<file path="src/rtl/logic_unit_pipe.sv">
// logic_unit_pipe
//   Two-stage pipelined bitwise logic unit with valid/ready flow control.
//   Stage 1 captures the result of one of eight bitwise operations. Stage 2
//   captures that result together with its reduction and zero flags. A
//   WIDTH-bit accumulator can stand in for operand A, and a counter tracks
//   completed output handshakes.
//
// Ports
//   iClk, iRst_n          clock, asynchronous active-low reset
//   iValid / oReady       producer handshake (oReady is combinational)
//   iA, iB, iOp           operands and opcode
//   iAcc, iClrAcc         accumulator select / accumulator clear
//   oValid / iReady       consumer handshake
//   oY                    result
//   oRedAnd/Or/Xor, oZero reduction flags of oY
//   oCnt                  completed output handshakes, modulo 2^CNT_W
module logic_unit_pipe #(
    parameter int WIDTH = 8,
    parameter int CNT_W = 16
) (
    input  logic             iClk,
    input  logic             iRst_n,
    input  logic             iValid,
    output logic             oReady,
    input  logic [WIDTH-1:0] iA,
    input  logic [WIDTH-1:0] iB,
    input  logic [2:0]       iOp,
    input  logic             iAcc,
    input  logic             iClrAcc,
    output logic             oValid,
    input  logic             iReady,
    output logic [WIDTH-1:0] oY,
    output logic             oRedAnd,
    output logic             oRedOr,
    output logic             oRedXor,
    output logic             oZero,
    output logic [CNT_W-1:0] oCnt
);

    logic             v1, v2;
    logic [WIDTH-1:0] y1, y2;
    logic [WIDTH-1:0] acc;
    logic             redAnd, redOr, redXor, zero;
    logic [CNT_W-1:0] cnt;

    logic             ld1, ld2, accept, done;
    logic [WIDTH-1:0] opA, yComb;

    // A stage may load when it is empty or when the stage after it drains
    // this cycle; the iReady -> oReady path is deliberately combinational.
    assign ld2    = !v2 || iReady;
    assign ld1    = !v1 || ld2;
    assign accept = iValid && ld1;
    assign done   = v2 && iReady;

    // A same-cycle clear wins over the stored accumulator value.
    always_comb begin
        opA = iA;
        if (iAcc) begin
            opA = iClrAcc ? '0 : acc;
        end
    end

    always_comb begin
        yComb = '0;
        unique case (iOp)
            3'b000: yComb = opA & iB;
            3'b001: yComb = opA | iB;
            3'b010: yComb = ~opA;
            3'b011: yComb = opA ^ iB;
            3'b100: yComb = ~(opA & iB);
            3'b101: yComb = ~(opA | iB);
            3'b110: yComb = ~(opA ^ iB);
            3'b111: yComb = iB;
            default: yComb = '0;
        endcase
    end

    always_ff @(posedge iClk or negedge iRst_n) begin
        if (!iRst_n) begin
            v1     <= 1'b0;
            y1     <= '0;
            v2     <= 1'b0;
            y2     <= '0;
            redAnd <= 1'b0;
            redOr  <= 1'b0;
            redXor <= 1'b0;
            zero   <= 1'b0;
        end else begin
            if (ld1) begin
                v1 <= iValid;
            end
            if (accept) begin
                y1 <= yComb;
            end
            if (ld2) begin
                v2 <= v1;
                if (v1) begin
                    y2     <= y1;
                    redAnd <= &y1;
                    redOr  <= |y1;
                    redXor <= ^y1;
                    zero   <= (y1 == '0);
                end
            end
        end
    end

    // The accumulator follows every accepted result at accept time, so a
    // back-to-back accumulator transaction sees its predecessor directly.
    always_ff @(posedge iClk or negedge iRst_n) begin
        if (!iRst_n) begin
            acc <= '0;
        end else if (accept) begin
            acc <= yComb;
        end else if (iClrAcc) begin
            acc <= '0;
        end
    end

    always_ff @(posedge iClk or negedge iRst_n) begin
        if (!iRst_n) begin
            cnt <= '0;
        end else if (done) begin
            cnt <= cnt + CNT_W'(1);
        end
    end

    assign oReady  = ld1;
    assign oValid  = v2;
    assign oY      = y2;
    assign oRedAnd = redAnd;
    assign oRedOr  = redOr;
    assign oRedXor = redXor;
    assign oZero   = zero;
    assign oCnt    = cnt;

endmodule

</file>
<file path="config.mk">
export PLATFORM = sky130hd
export DESIGN_NAME = logic_unit_pipe
export DESIGN_NICKNAME = d
export VERILOG_FILES = /design/src/rtl/logic_unit_pipe.sv
export SDC_FILE = /design/constraint.sdc
export NUM_CORES = 1
export LEC_CHECK = 0
export CORE_MARGIN = 1
export CORE_UTILIZATION = 30
export CTS_CLUSTER_DIAMETER = 200
export DETAILED_ROUTE_END_ITERATION = 6
export PLACE_DENSITY_LB_ADDON = 0.15
export SLEW_MARGIN = 20
export SYNTH_ARGS = -nofsm -noshare
export SYNTH_HDL_FRONTEND = slang
export SYNTH_SLANG_ARGS = --single-unit
export TNS_END_PERCENT = 5
</file>
<file path="constraint.sdc">
create_clock -name iClk -period 2.11 [get_ports iClk]
set_clock_uncertainty 0.1 [all_clocks]
set_input_delay 0.3165 -clock iClk [delete_from_list [all_inputs] [get_ports iClk]]
set_output_delay 0.3165 -clock iClk [all_outputs]
set_load 0.02 [all_outputs]
</file>
=== After elaboration in Yosys (flattened, before gate mapping) ===
Cells that the tools add are included.

* Register bits: 46
* Bits in latches: 0
* Bits in writable memories: 0
* ROM bits: 0
* Input bits: 25
* Output and inout port bits: 30
* Word-level logic and storage cells: 41
* Memories kept: 0

* Add/sub/neg operators: 1
* Multipliers: 0
* Divide/modulo/power cells: 0
* $lt $le $gt $ge: 0
* Eq/ne operators: 7
* Shift operators: 0
* Mux-type cells: 4
* Bitwise operators: 7
* Reduce and logical (&&, ||, !) cells: 12

{| class="wikitable"
|+ Operators with widths
! cell !! number
|-
| $pmux W8 S8 || 1
|-
| $not A8 Y8 || 4
|-
| $mux W8 || 3
|-
| $add A16 B1 Y16 const B || 1
|-
| $eq A3 B3 Y1 const B || 4
|-
| $and A8 B8 Y8 || 1
|-
| $logic_not A8 Y1 || 1
|-
| $or A8 B8 Y8 || 1
|-
| $reduce_and A8 Y1 || 1
|-
| $reduce_or A8 Y1 || 1
|-
| $reduce_xor A8 Y1 || 1
|-
| $xor A8 B8 Y8 || 1
|-
| $eq A3 B2 Y1 const B || 2
|-
| $eq A3 B1 Y1 const B || 1
|-
| $logic_not A3 Y1 || 1
|-
| $logic_and A1 B1 Y1 || 2
|-
| $logic_not A1 Y1 || 2
|-
| $logic_or A1 B1 Y1 || 2
|-
| $reduce_and A2 Y1 || 1
|}

=== Longest topological paths before layout ===
* Depth in word-level cells: 6
* Gate-level depth with buffers: 8
* Gate-level depth less buffers: 8

=== Worst setup path before layout ===
No wires, ideal clock.

* Path type: input -> register
* Start point: input port iAcc
* End point: register y1[1]
* Setup time: 0.135 ns
* Arrival time: 1.797 ns
* Required time: 1.875 ns
* Slack: 0.078 ns
* Stages on the path: 7
* Path buffers: 1
* Cells stage by stage: buf_2 mux2i_1 ha_1 a21oi_1 or3_4 a221oi_2 o22ai_1

* Word-level cells in the longest chain between the ends: 4
* Elaborated cells on any way between the ends: 9
* Classes of those cells: 2 x mux; 7 x bitwise

{| class="wikitable"
|+ RTL lines
! element !! line !! RTL
|-
| from (decl) || 28 || <nowiki>input logic iAcc,</nowiki>
|-
| $mux W8 (*) || 59 || <nowiki>if (iAcc) begin</nowiki>
|-
| $xor A8 B8 Y8 (tied with other cells) || 70, 73 ||
|-
| $not A8 Y8, on equally long branches || 73, 71, 72 ||
|-
| $pmux W8 S8 (*) || 66 || <nowiki>unique case (iOp)</nowiki>
|-
| to (signal assigned) || 94 || <nowiki>y1 <= yComb;</nowiki>
|-
| to (decl) || 41 || <nowiki>logic [WIDTH-1:0] y1, y2;</nowiki>
|}

Every way passes the cells marked *; elsewhere a longest branch is shown, timed or not.
A chain may end at the register's enable or synchronous reset.

=== Final worst setup path ===
* Start point: input port iAcc
* End point: register y1[4]

Same word-level chain as after synthesis.

==> metrics <==
status=finished, final reports clean; r2r endpoint=y1[6]; WS Path Type=in -> reg; via count of the routed design=about 2400; Rows=35; # clock sinks=46; crit share post-route=a little over nine tenths; initial drt markers=77; RePlAce Congestion=0.789; synth warn=0; Die Area=between 10000 and 15000 um2; Cell Area, Synth=slightly below 3000 um2; Final Total Pwr=slightly below 3 mW; startpoint types=input pin; Power Dens Cells=709 nW/um2; crit path time final=2.05 ns; Pins Over Slew Limit=0; worst min-delay path class=in -> reg; synthesized flop and latch total=46; worst path arrival time=2.12 ns; utilization after layout=between 40 and 50%; Setup TNS Final=0 ns; IO Port Bufs=54; Worst-Skew Late Latency=0.30 ns; antenna violations before repair=0; die height=about 100 um; grt total ovfl=0; Via density=4.49; hold depth=4; RSZ-0062 raised after global routing=true; detailed placement HPWL=5450 um; Post-Syn Instances=308; Area growth syn-to-layout=41.6%; final wirelength=6840 um; Post-synth EDFFs=0; crit path capture type=register; Non-Filler Instances=531; Hold Fails Final Rpt=0; Avg Inst Size Synth=9.47 um2; commonest cells after routing, fill and taps aside=clkdlybuf4s50_1 (51), dfrtp_1 (46), buf_4 (41); Final ANT Viol Nets=0; H-tree lvl count=2; Reg2Reg Setup Slack=~0.10 ns; Register-to-Register Path Depth=8; share of the synthesized area in the top cell type=39.5%; dpl cells=522; relative slew slack=75.0%; Ports=55; reg-to-reg critical path startpoint=acc[6]; clock root buffer=clkbuf_8; synth top area cells=dfrtp_1 (39%), ha_1 (11%), mux2i_1 (5.5%); DRC errors left=0; largest net degree at the start of global routing=47; DP Worst Slack=-0.595 ns; CTS tree=done; Pleak=around 1.9 nW; setup ws final=0.0570 ns; GR Util All Layers=14.3%; initial core utilization=31.3%; post-synth net total=358; top_reg_cell synth=dfrtp_1; vias in the first global route=2323; worst-path fanout max=5; nets@finish=451; Die Wd=between 100 and 150 um; post-synth top area cell=dfrtp_1; Max-cap violations=0; first-pass GRT wire length=around 11000 um; Netlist cell types=41; Worst Tran Pin Value=0.374 ns; layout cells sized above 1=19.2%; CTS Buffer Depth=2; Peak VDD IR=0.000345 V; CTS Buf Count=5; core area=9330 um2; average wire per standard cell=12.9 um; ANT cells=0; # setup viols final=0; ys async rst share=between 90% and 100%; Worst Setup SP=iAcc; sequential share of the synthesized area=39.5%; most common cell after layout, fill and taps aside=clkdlybuf4s50_1; CP endpoint=y1[4]; drt first pass iters=4; Fmax=487 MHz; CP Data Required Time=2.18 ns; clock slew at reported path FFs=0.08 ns
==> per-stage QoR <==
step / instance area [um2] / hold WS (ns)
after floorplan: 2920 / -0.0791
after global placement: 3910 / 0.223
after detailed placement: 3910 / 0.222
after CTS: 4080 / 0.382
after global routing: 4130 / 0.312
final: 4130 / 0.318
==> layer usage <==
metal	track usage [%]	wire, um	share of wire (%)	up-vias
li1	-	-	-	1238
met5	0	0	0	-
met4	4.79	54	0.79	0
met2	22.8	3120	46	45
met1	20.1	3500	51	1098
met3	1.73	175	2.6	4
==> how the worst min path moves through the flow <==
| stage | from | to | slack [ns] |
|---|---|---|---|
| final | iClrAcc | acc[5] | 0.32 |
| after global routing | iClrAcc | acc[5] | 0.31 |
| after CTS | oCnt[15] | oCnt[15] | 0.38 |
| after detailed placement | iRst_n | oCnt[6] | 0.22 |
| after global placement | iRst_n | oCnt[6] | 0.22 |
| after floorplan | iRst_n | acc[0] | -0.08 |
==> critical path: stages <==
cell and delay [ns]:
dlygate4sd2_1 0.26, buf_12 0.14, buf_12 0.13, mux2i_4 0.18
buf_4 0.14, inv_1 0.05, ha_2 0.16, nor2_1 0.04
or3_4 0.34, a221oi_4 0.24, o22ai_1 0.13
==> final cells by class <==
type                            count  area [um2]
Clock inverter                      3        43.8
Timing Repair Buffer              100         927
Fill cell                         958        5200
Inverter                           25        93.8
Multi-Input combinational cell    223        1680
Tap cell                          129         161
Sequential cell                    46        1150
Clock buffer                        5        68.8
==> Yosys cell counts, types with 2 or more instances <==
cell and instances:
a31oi_1 2, clkbuf_1 3, buf_2 6, buf_4 3, a221oi_2 3, and2b_1 4
o21ai_1 11, o221ai_1 3, nand2b_1 5, nand2_1 31, inv_1 25, and3_1 2
ha_1 25, nand3_1 6, o21ai_0 20, or3_4 3, o22ai_1 7, nor2_1 18
dfrtp_1 46, nor2b_1 14, a221oi_1 4, a21oi_1 9, nand4_1 5, xor2_1 7
xnor2_1 15, mux2i_1 16
==> cells by family after synthesis <==
group                    Yosys count  share of synthesized area [%]
multiplexers                      17                           5.87
flip-flops                        46                           39.5
AO/OA/AOI/OAI                     61                           13.0
AND/OR/NAND/NOR                   98                           18.0
buffers and inverters             39                           6.30
XOR/XNOR                          22                           6.60
adder cells (fa/ha/maj)           25                           10.7
==> flip-flops by register name (all words and copies together) (netlist names) <==
signal / flops
oValid: 1
oY: 8
y1: 8
oCnt: 16
v1: 1
acc: 8
oZero: 1
oRedAnd: 1
oRedXor: 1
oRedOr: 1
==> power by group <==
group / internal [mW] / switching [mW]
clock: 0.355 / 0.302
sequential: 1.04 / 0.122
combinational: 0.570 / 0.541
total: 1.96 / 0.965
==> repair_timing <==
action | 4_1_cts | 5_1_grt
hold endpoints to repair | 46 | 0
setup endpoints to repair | 16 | 12
gates resized for setup | 10 | 15
hold buffers | 1 | 0
pin swaps | 4 | 4
buffers inserted | 0 | 0
Power figures use the tool's default switching activity.
